[config.mk]
export PLATFORM = sky130hd
export DESIGN_NAME = pwm_period_ctrl
export DESIGN_NICKNAME = d
export VERILOG_FILES = /design/src/rtl/pwm_period_ctrl_pkg.sv /design/src/rtl/pwm_period_ctrl_compare_4.sv /design/src/rtl/pwm_period_ctrl.sv
export SDC_FILE = /design/constraint.sdc
export NUM_CORES = 1
export LEC_CHECK = 0
export ABC_AREA = 1
export ABC_CLOCK_PERIOD_IN_PS = 3400
export CAP_MARGIN = 20
export CORE_MARGIN = 2
export CORE_UTILIZATION = 25
export CTS_CLUSTER_DIAMETER = 50
export DETAILED_ROUTE_END_ITERATION = 8
export PLACE_DENSITY = 0.42
export REMOVE_ABC_BUFFERS = 1
export SYNTH_ARGS = -nofsm -noshare
export SYNTH_HDL_FRONTEND = slang
export SYNTH_SLANG_ARGS = --single-unit
[constraint.sdc]
create_clock -name clk -period 3.4 [get_ports clk]
set_input_delay 0.34 -clock clk [delete_from_list [all_inputs] [get_ports clk]]
set_output_delay 0.34 -clock clk [all_outputs]
set_load 0.05 [all_outputs]
[src/rtl/pwm_period_ctrl_pkg.sv]
// Shared types and constants for the 4-bit PWM period controller.
// State codes are plain constants so the encoding stays stable for older tooling.
package pwm_period_ctrl_pkg;

  localparam int PWM_W = 4;

  typedef logic [PWM_W-1:0] pwm_val_t;

  localparam logic [1:0] ST_IDLE  = 2'b00;
  localparam logic [1:0] ST_RUN   = 2'b01;
  localparam logic [1:0] ST_DRAIN = 2'b10;

  // One duty/period setting. Both the pending and the shadow copy use this shape.
  typedef struct packed {
    pwm_val_t duty;
    pwm_val_t period;
  } pwm_cfg_t;

endpackage

[src/rtl/pwm_period_ctrl_compare_4.sv]
// 4-bit unsigned magnitude comparator shared by the duty test and the wrap test.
module compare_4
  import pwm_period_ctrl_pkg::*;
(
  input  pwm_val_t a,
  input  pwm_val_t b,
  output logic     a_less_b,
  output logic     a_equal_b
);

  assign a_less_b  = (a < b);
  assign a_equal_b = (a == b);

endmodule

[src/rtl/pwm_period_ctrl.sv]
// One PWM channel: period counter, pending/shadow duty and period registers,
// commit-at-boundary load handshake and an IDLE/RUN/DRAIN start-stop FSM.
module pwm_period_ctrl
  import pwm_period_ctrl_pkg::*;
#(
  parameter pwm_val_t RESET_PERIOD = 4'd15,
  parameter pwm_val_t RESET_DUTY   = 4'd0
) (
  input  logic     clk,
  input  logic     reset_n,
  input  logic     enable,
  input  logic     load,
  input  pwm_val_t duty_in,
  input  pwm_val_t period_in,
  output logic     load_ack,
  output logic     pwm_out,
  output logic     period_tick,
  output logic     busy
);

  logic [1:0] state_q, state_d;
  pwm_val_t   count_q, count_d;
  logic       pend_valid_q, pend_valid_d;
  pwm_cfg_t   pend_q, pend_d;
  pwm_cfg_t   shadow_q, shadow_d;
  logic       pwm_out_q, pwm_out_d;
  logic       load_ack_q, load_ack_d;
  logic       period_tick_q, period_tick_d;

  logic running;
  logic count_at_period;
  logic count_below_duty;
  logic wrap;
  logic commit;

  compare_4 u_duty_cmp (
    .a         (count_q),
    .b         (shadow_q.duty),
    .a_less_b  (count_below_duty),
    .a_equal_b ()
  );

  compare_4 u_wrap_cmp (
    .a         (count_q),
    .b         (shadow_q.period),
    .a_less_b  (),
    .a_equal_b (count_at_period)
  );

  assign running = (state_q != ST_IDLE);
  assign wrap    = running & count_at_period;
  // New settings only land while idle or on the last cycle of a period, so
  // the next period always starts at count 0 with a consistent duty/period pair.
  assign commit  = pend_valid_q & (~running | wrap);

  // NOTE: every signal gets its default before the case/if tree, otherwise
  // a missed branch would infer a latch.
  always_comb begin
    state_d = state_q;
    unique case (state_q)
      ST_IDLE:  if (enable) state_d = ST_RUN;
      ST_RUN:   if (!enable) state_d = wrap ? ST_IDLE : ST_DRAIN;
      ST_DRAIN: begin
        if (enable)    state_d = ST_RUN;
        else if (wrap) state_d = ST_IDLE;
      end
      default:  state_d = ST_IDLE;
    endcase
  end

  always_comb begin
    count_d = '0;
    if (running && !wrap) count_d = count_q + 4'd1;
  end

  // A load landing in the same cycle as a commit becomes the next pending value.
  always_comb begin
    pend_d       = pend_q;
    pend_valid_d = pend_valid_q;
    shadow_d     = shadow_q;
    if (commit) begin
      shadow_d     = pend_q;
      pend_valid_d = 1'b0;
    end
    if (load) begin
      pend_d       = '{duty: duty_in, period: period_in};
      pend_valid_d = 1'b1;
    end
  end

  always_comb begin
    pwm_out_d     = running & count_below_duty;
    period_tick_d = wrap;
    load_ack_d    = commit;
  end

  // NOTE: sequential state uses non-blocking assignments only, so every flop
  // samples the pre-edge value regardless of statement order.
  always_ff @(posedge clk or negedge reset_n) begin
    if (!reset_n) begin
      state_q       <= ST_IDLE;
      count_q       <= '0;
      pend_valid_q  <= 1'b0;
      pend_q        <= '0;
      shadow_q      <= '{duty: RESET_DUTY, period: RESET_PERIOD};
      pwm_out_q     <= 1'b0;
      load_ack_q    <= 1'b0;
      period_tick_q <= 1'b0;
    end else begin
      state_q       <= state_d;
      count_q       <= count_d;
      pend_valid_q  <= pend_valid_d;
      pend_q        <= pend_d;
      shadow_q      <= shadow_d;
      pwm_out_q     <= pwm_out_d;
      load_ack_q    <= load_ack_d;
      period_tick_q <= period_tick_d;
    end
  end

  assign pwm_out     = pwm_out_q;
  assign load_ack    = load_ack_q;
  assign period_tick = period_tick_q;
  assign busy        = running;

endmodule

==> flow_summary.json, run 1 <==
{
  "wl_per_cell_um": 10.64,
  "finalCriticalPeriod_ns": 1.977,
  "final_cell_mix": "30 x nand2_1, 22 x dfrtp_1, 15 x inv_1, 15 x clkdlybuf4s50_1",
  "report.final.setup_viol": 0,
  "syn_area_mm2": 0.001200,
  "max_freq_mhz": 505.8,
  "top_layer": "met4",
  "synth_seq_cells": 26,
  "row_count": 25,
  "rsz0062_at_grt": "false",
  "startpoint_type": "flop",
  "drtPass1Iterations": 4,
  "layout-drive-gt1-share_pct": 20.90,
  "cts_resized": 0,
  "cp_num_buf_inv": 2,
  "grt_max_degree": 27,
  "cp_top_family": "buffers and inverters",
  "run_status": "complete, no violations",
  "cts.sinks": 26,
  "crit_required_ns": 3.06,
  "grt_pass1_vias": 762,
  "yosysWarnings": 0,
  "die-area_mm2": 0.005370,
  "final_core_util_pct": 30.93,
  "path_class": "reg2out",
  "dpl.hpwl_um": 1474,
  "cts_made_buffers": 3,
  "design.core.area_mm2": 0.004661,
  "diodes": 0,
  "syn_area_per_cell_um2": 10.26,
  "vias": 795,
  "overflow": 0,
  "grt_use_total_pct": 8.497,
  "die_height_um": 73.28,
  "cp_cell_sequence": "nor2_1, inv_1, clkdlybuf4s50_1",
  "worst-endpoint-arrival_ns": 1.64,
  "cts_htree_levels": 1,
  "path_max_fanout": 3,
  "fin_skew_ns": 0.005431,
  "fin_setup_tns_ns": 0,
  "start_util_pct": 25.74,
  "drv_cap": 0,
  "hp-class": "in2async",
  "synth_cells": 117,
  "wl_met2_um": 994,
  "endpoint_kind": "primary output",
  "synth_cell_types": 23,
  "relSlewSlack_pct": 67.24,
  "wl_met3_um": 51,
  "cts_root_buf": "clkbuf_8",
  "tritoncts": "yes",
  "critPathSlowestCell": "clkdlybuf4s50_1",
  "fp.dieW_um": 73.28,
  "clk_pin_slew_ns": 0.09,
  "nNetsFinal": 151,
  "layout_commonest_cell": "nand2_1",
  "max_stage_delay_ns": 0.82,
  "clock_path_buffers": 2,
  "port_buffers": 15,
  "p_leak_nw": 0.7052,
  "drv_slew": 0,
  "drtIter0Drc": 24,
  "worstMarginPinSlew_ns": 0.4899,
  "clkLatencyLatePin_ns": 0.27,
  "seq_area_frac_synth_pct": 54.64,
  "routed_wl_um": 2001,
  "antenna_found_initial": 0,
  "drc": 0,
  "min_period_over_period_pct": 58.15,
  "vdd_drop_max_v": 0.0002738,
  "wl_met1_um": 911,
  "routed_via_density": 4.229,
  "p_per_area_mw_per_mm2": 788.9,
  "hold_violations": 0,
  "gp_congestion": 0.7263,
  "grt_pass1_wl_um": 3498,
  "syn2layout_area_growth_pct": 20.12,
  "antenna_left": 0,
  "post_cts.repair.setup_buffers": 0,
  "ctsHoldBuffers": 0,
  "ios": 16
}
[state kept, by name, indices dropped and copies added, names as in the netlist]
| name | cells |
|---|---|
| state_q | 2 |
| load_ack | 1 |
| count_q | 4 |
| pwm_out | 1 |
| pend_q | 8 |
| pend_valid_q | 1 |
| shadow_q | 8 |
| period_tick | 1 |
[metrics by stage]
| step | instances | area (um2) | total power, mW | hold WS [ns] | worst slack, ns |
|---|---|---|---|---|---|
| after CTS | 188 | 1441 | 1.159 | 0.4509 | 1.405 |
| after global routing | 188 | 1441 | 1.231 | 0.4597 | 1.351 |
| after detailed placement | 184 | 1386 | 0.9516 | 0.4632 | 1.719 |
| final | 188 | 1441 | 1.137 | 0.4339 | 1.423 |
| after floorplan | 114 | 1161 | 0.8165 | 0.04441 | 2.101 |
| after global placement | 184 | 1386 | 0.9425 | 0.4621 | 1.742 |
[cell families after synthesis]
| logic type | share of synthesized area [%] |
|---|---|
| AO/OA/AOI/OAI | 2.503 |
| XOR/XNOR | 1.460 |
| AND/OR/NAND/NOR | 21.17 |
| adder cells (fa/ha/maj) | 4.171 |
| flip-flops | 54.64 |
| buffers and inverters | 8.550 |
| multiplexers | 7.508 |
[metal layers]
layer  track usage, %  vias up
met4            3.704        0
met1            10.09      380
li1                 -      398
met5                0        -
met3            1.646        5
met2            14.81       12
[cell usage after synthesis]
| cell type | count | area [um2] |
|---|---|---|
| nand2_1 | 30 | 112.6 |
| dfrtp_1 | 22 | 550.5 |
| inv_1 | 15 | 56.30 |
| mux2_2 | 8 | 90.09 |
| nor2_1 | 8 | 30.03 |
| nand3_1 | 5 | 25.02 |
| dfstp_2 | 4 | 105.1 |
| ha_1 | 4 | 50.05 |
| nand3_2 | 4 | 40.04 |
| inv_2 | 2 | 7.510 |
| nand2_4 | 2 | 22.52 |
| nor2_2 | 2 | 12.51 |
| a21boi_0 | 1 | 7.510 |
| a21oi_1 | 1 | 5.000 |
| buf_12 | 1 | 20.02 |
| buf_2 | 1 | 5.000 |
| clkbuf_8 | 1 | 13.76 |
| nand2_2 | 1 | 6.260 |
| nor3_1 | 1 | 5.000 |
| o211a_1 | 1 | 10.01 |
| o21bai_1 | 1 | 7.510 |
| xnor2_1 | 1 | 8.760 |
| xor2_1 | 1 | 8.760 |
[worst paths after layout]
path,endpoint,slack [ns],cells past startpoint,startpoint
max,busy,1.42,3,state_q[1]$_DFFE_PN0P_
min,period_tick$_DFF_PN0_,0.43,2,reset_n
max reg2reg,shadow_q[5]$_DFFE_PN0P_,1.94,9,shadow_q[0]$_DFFE_PN1P_
min reg2reg,shadow_q[1]$_DFFE_PN1P_,0.48,2,shadow_q[1]$_DFFE_PN1P_
max in group asynchronous,shadow_q[0]$_DFFE_PN1P_,2.66,2,reset_n
min in group clk,shadow_q[1]$_DFFE_PN1P_,0.48,2,shadow_q[1]$_DFFE_PN1P_
[report_power, final]
group	leakage [nW]	internal [mW]	switching (mW)
combinational	0.365	0.167	0.269
sequential	0.312	0.421	0.0772
clock	0.0288	0.104	0.0997
total	0.705	0.691	0.446
[final cells by class]
cell class / instances / area [um2]
clock buffer: 4 / 55.05
fill: 485 / 3219
inverter: 17 / 63.81
multi-input combinational: 71 / 441.7
sequential: 26 / 655.6
tap: 54 / 67.56
timing repair buffer: 16 / 157.7
Power figures use the tool's default switching activity.
==> run 2: changes to the inputs <==
--- a/config.mk
+++ b/config.mk
@@ -6,13 +6,13 @@
 export NUM_CORES = 1
 export LEC_CHECK = 0
 export ABC_AREA = 1
-export ABC_CLOCK_PERIOD_IN_PS = 3400
+export ABC_CLOCK_PERIOD_IN_PS = 1800
 export CAP_MARGIN = 20
 export CORE_MARGIN = 2
 export CORE_UTILIZATION = 25
 export CTS_CLUSTER_DIAMETER = 50
 export DETAILED_ROUTE_END_ITERATION = 8
-export PLACE_DENSITY = 0.42
+export PLACE_DENSITY = 0.43
 export REMOVE_ABC_BUFFERS = 1
 export SYNTH_ARGS = -nofsm -noshare
 export SYNTH_HDL_FRONTEND = slang
==> constraint.sdc (replaced) <==
create_clock -name clk -period 1.8 [get_ports clk]
set_input_delay 0.18 -clock clk [delete_from_list [all_inputs] [get_ports clk]]
set_output_delay 0.18 -clock clk [all_outputs]
set_load 0.05 [all_outputs]
==> run 2 against run 1 <==
Compared with the run above: sequential share of layout area fell by 0.43 points; first-iteration DRC count grew 54%; hold slack worse by 0.16 ns; via count down 1.8%; wire length increased by 2.5%; critical endpoint is now load_ack; clock power increased by 140%; clock-buffer cell count shrank 1; clock skew down 0.0027 ns; die area unchanged; global-route usage rose by 0.86 points; combinational power grew 89%.
==> flow_summary.json, run 2 (synthesis gave the netlist of run 1 again) <==
{
  "nNetsFinal": 151,
  "placedCellCount": 184,
  "run_status": "complete, no violations",
  "antenna_found_initial": 0,
  "regToRegSetupSlack_ns": 0.34,
  "dpl.hpwl_um": 1483,
  "path_max_fanout": 1,
  "worstMarginPinSlew_ns": 0.4957,
  "diodes": 0,
  "gp_congestion": 0.7630,
  "hold_violations": 0,
  "die_height_um": 73.28,
  "layout-drive-gt1-share_pct": 21.64,
  "drtPass1Iterations": 5,
  "routed_wl_um": 2051,
  "syn2layout_area_growth_pct": 21.27,
  "fin_setup_tns_ns": 0,
  "endpoint_kind": "primary output",
  "layout_commonest_cell": "nand2_1",
  "tritoncts": "yes",
  "drc": 0,
  "worst-endpoint-arrival_ns": 1.41,
  "cp_top_family": "buffers and inverters",
  "vias": 781,
  "p_leak_nw": 0.7129,
  "drv_cap": 0,
  "layout_top_registers": "pend_q x8, shadow_q x8, count_q x4",
  "final_cells": 188,
  "path_class": "reg2out",
  "cts_resized": 0,
  "final_cell_mix": "30 x nand2_1, 22 x dfrtp_1, 15 x inv_1",
  "final_core_util_pct": 31.22,
  "relSlewSlack_pct": 66.85,
  "p_per_area_mw_per_mm2": 1549,
  "fp.dieW_um": 73.28,
  "startpoint_type": "flop",
  "post_cts.repair.setup_buffers": 0,
  "cp_num_buf_inv": 1,
  "place_area_mm2": 0.001384,
  "grt_use_total_pct": 9.353,
  "max_freq_mhz": 630.8,
  "min_period_over_period_pct": 88.07,
  "cts_root_buf": "clkbuf_8",
  "drv_slew": 0,
  "ios": 16,
  "cts_htree_levels": 1,
  "start_util_pct": 25.74,
  "row_count": 25,
  "max_stage_delay_ns": 0.80,
  "report.final.setup_viol": 0,
  "ctsHoldBuffers": 0,
  "vdd_drop_max_v": 0.0005938,
  "postLayoutCellArea_mm2": 0.001455,
  "grt_pass1_wl_um": 3753,
  "hp-class": "in2async",
  "cts.sinks": 26,
  "antenna_left": 0,
  "clkLatencyLatePin_ns": 0.27,
  "cts_made_buffers": 3,
  "clock_path_buffers": 2,
  "critPathSlowestCell": "clkdlybuf4s50_1",
  "port_buffers": 15,
  "finalPower_mw": 2.253,
  "finalCriticalPeriod_ns": 1.585,
  "design.core.area_mm2": 0.004661,
  "die-area_mm2": 0.005370,
  "grt_max_degree": 27,
  "drtIter0Drc": 37,
  "fin_skew_ns": 0.002754,
  "rsz0062_at_grt": "false",
  "cp_cell_sequence": "clkdlybuf4s50_1",
  "wl_per_cell_um": 10.91,
  "crit_required_ns": 1.62,
  "routed_via_density": 4.154,
  "grt_pass1_vias": 819,
  "overflow": 0,
  "clk_pin_slew_ns": 0.09
}
## run 2: cell types whose count changed in the layout (fill, tap and decap cells not counted), sizes merged
cell	before	now
clkdlybuf4s50	15	14
clkbuf	4	3
bufinv	0	1
buf	1	2
## run 2: area by class of cell
cell class                 instances  area, um2
tap                               54      67.56
clock inverter                     1      30.03
clock buffer                       3      41.29
multi-input combinational         71      441.7
timing repair buffer              16      155.1
inverter                          17      63.81
sequential                        26      655.6
fill                             472       3206
## run 2: worst paths after layout
kind | start | end | cells past startpoint
min in group clk | enable | state_q[0]$_DFFE_PN0P_ | 3
max in group asynchronous | reset_n | shadow_q[2]$_DFFE_PN1P_ | 2
worst min-delay path | reset_n | count_q[2]$_DFF_PN0_ | 2
worst max-delay path | load_ack$_DFF_PN0_ | load_ack | 1
worst min register to register | shadow_q[1]$_DFFE_PN1P_ | shadow_q[1]$_DFFE_PN1P_ | 2
worst max register to register | shadow_q[2]$_DFFE_PN1P_ | shadow_q[7]$_DFFE_PN0P_ | 9
## run 2: where the power goes
| group | switching [mW] | internal [mW] | leakage [nW] |
|---|---|---|---|
| Combinational | 0.508 | 0.314 | 0.365 |
| Clock | 0.190 | 0.298 | 0.0357 |
| Sequential | 0.148 | 0.795 | 0.312 |
## run 2: routing by layer
layer / share of wire (%) / up-vias / routed length [um] / GRT usage, %
li1: - / 395 / - / -
met1: 45 / 361 / 913 / 11.03
met2: 49 / 20 / 999 / 15.72
met3: 4.0 / 5 / 82 / 2.195
met4: 2.7 / 0 / 55 / 4.938
met5: 0 / - / 0 / 0
## run 2: per-stage QoR
step | worst slack [ns] | hold slack [ns]
after detailed placement | 0.3491 | 0.4655
after global placement | 0.3659 | 0.4640
after CTS | 0.1931 | 0.2790
final | 0.2147 | 0.2712
after floorplan | 0.5011 | -0.1156
after global routing | 0.1621 | 0.2939
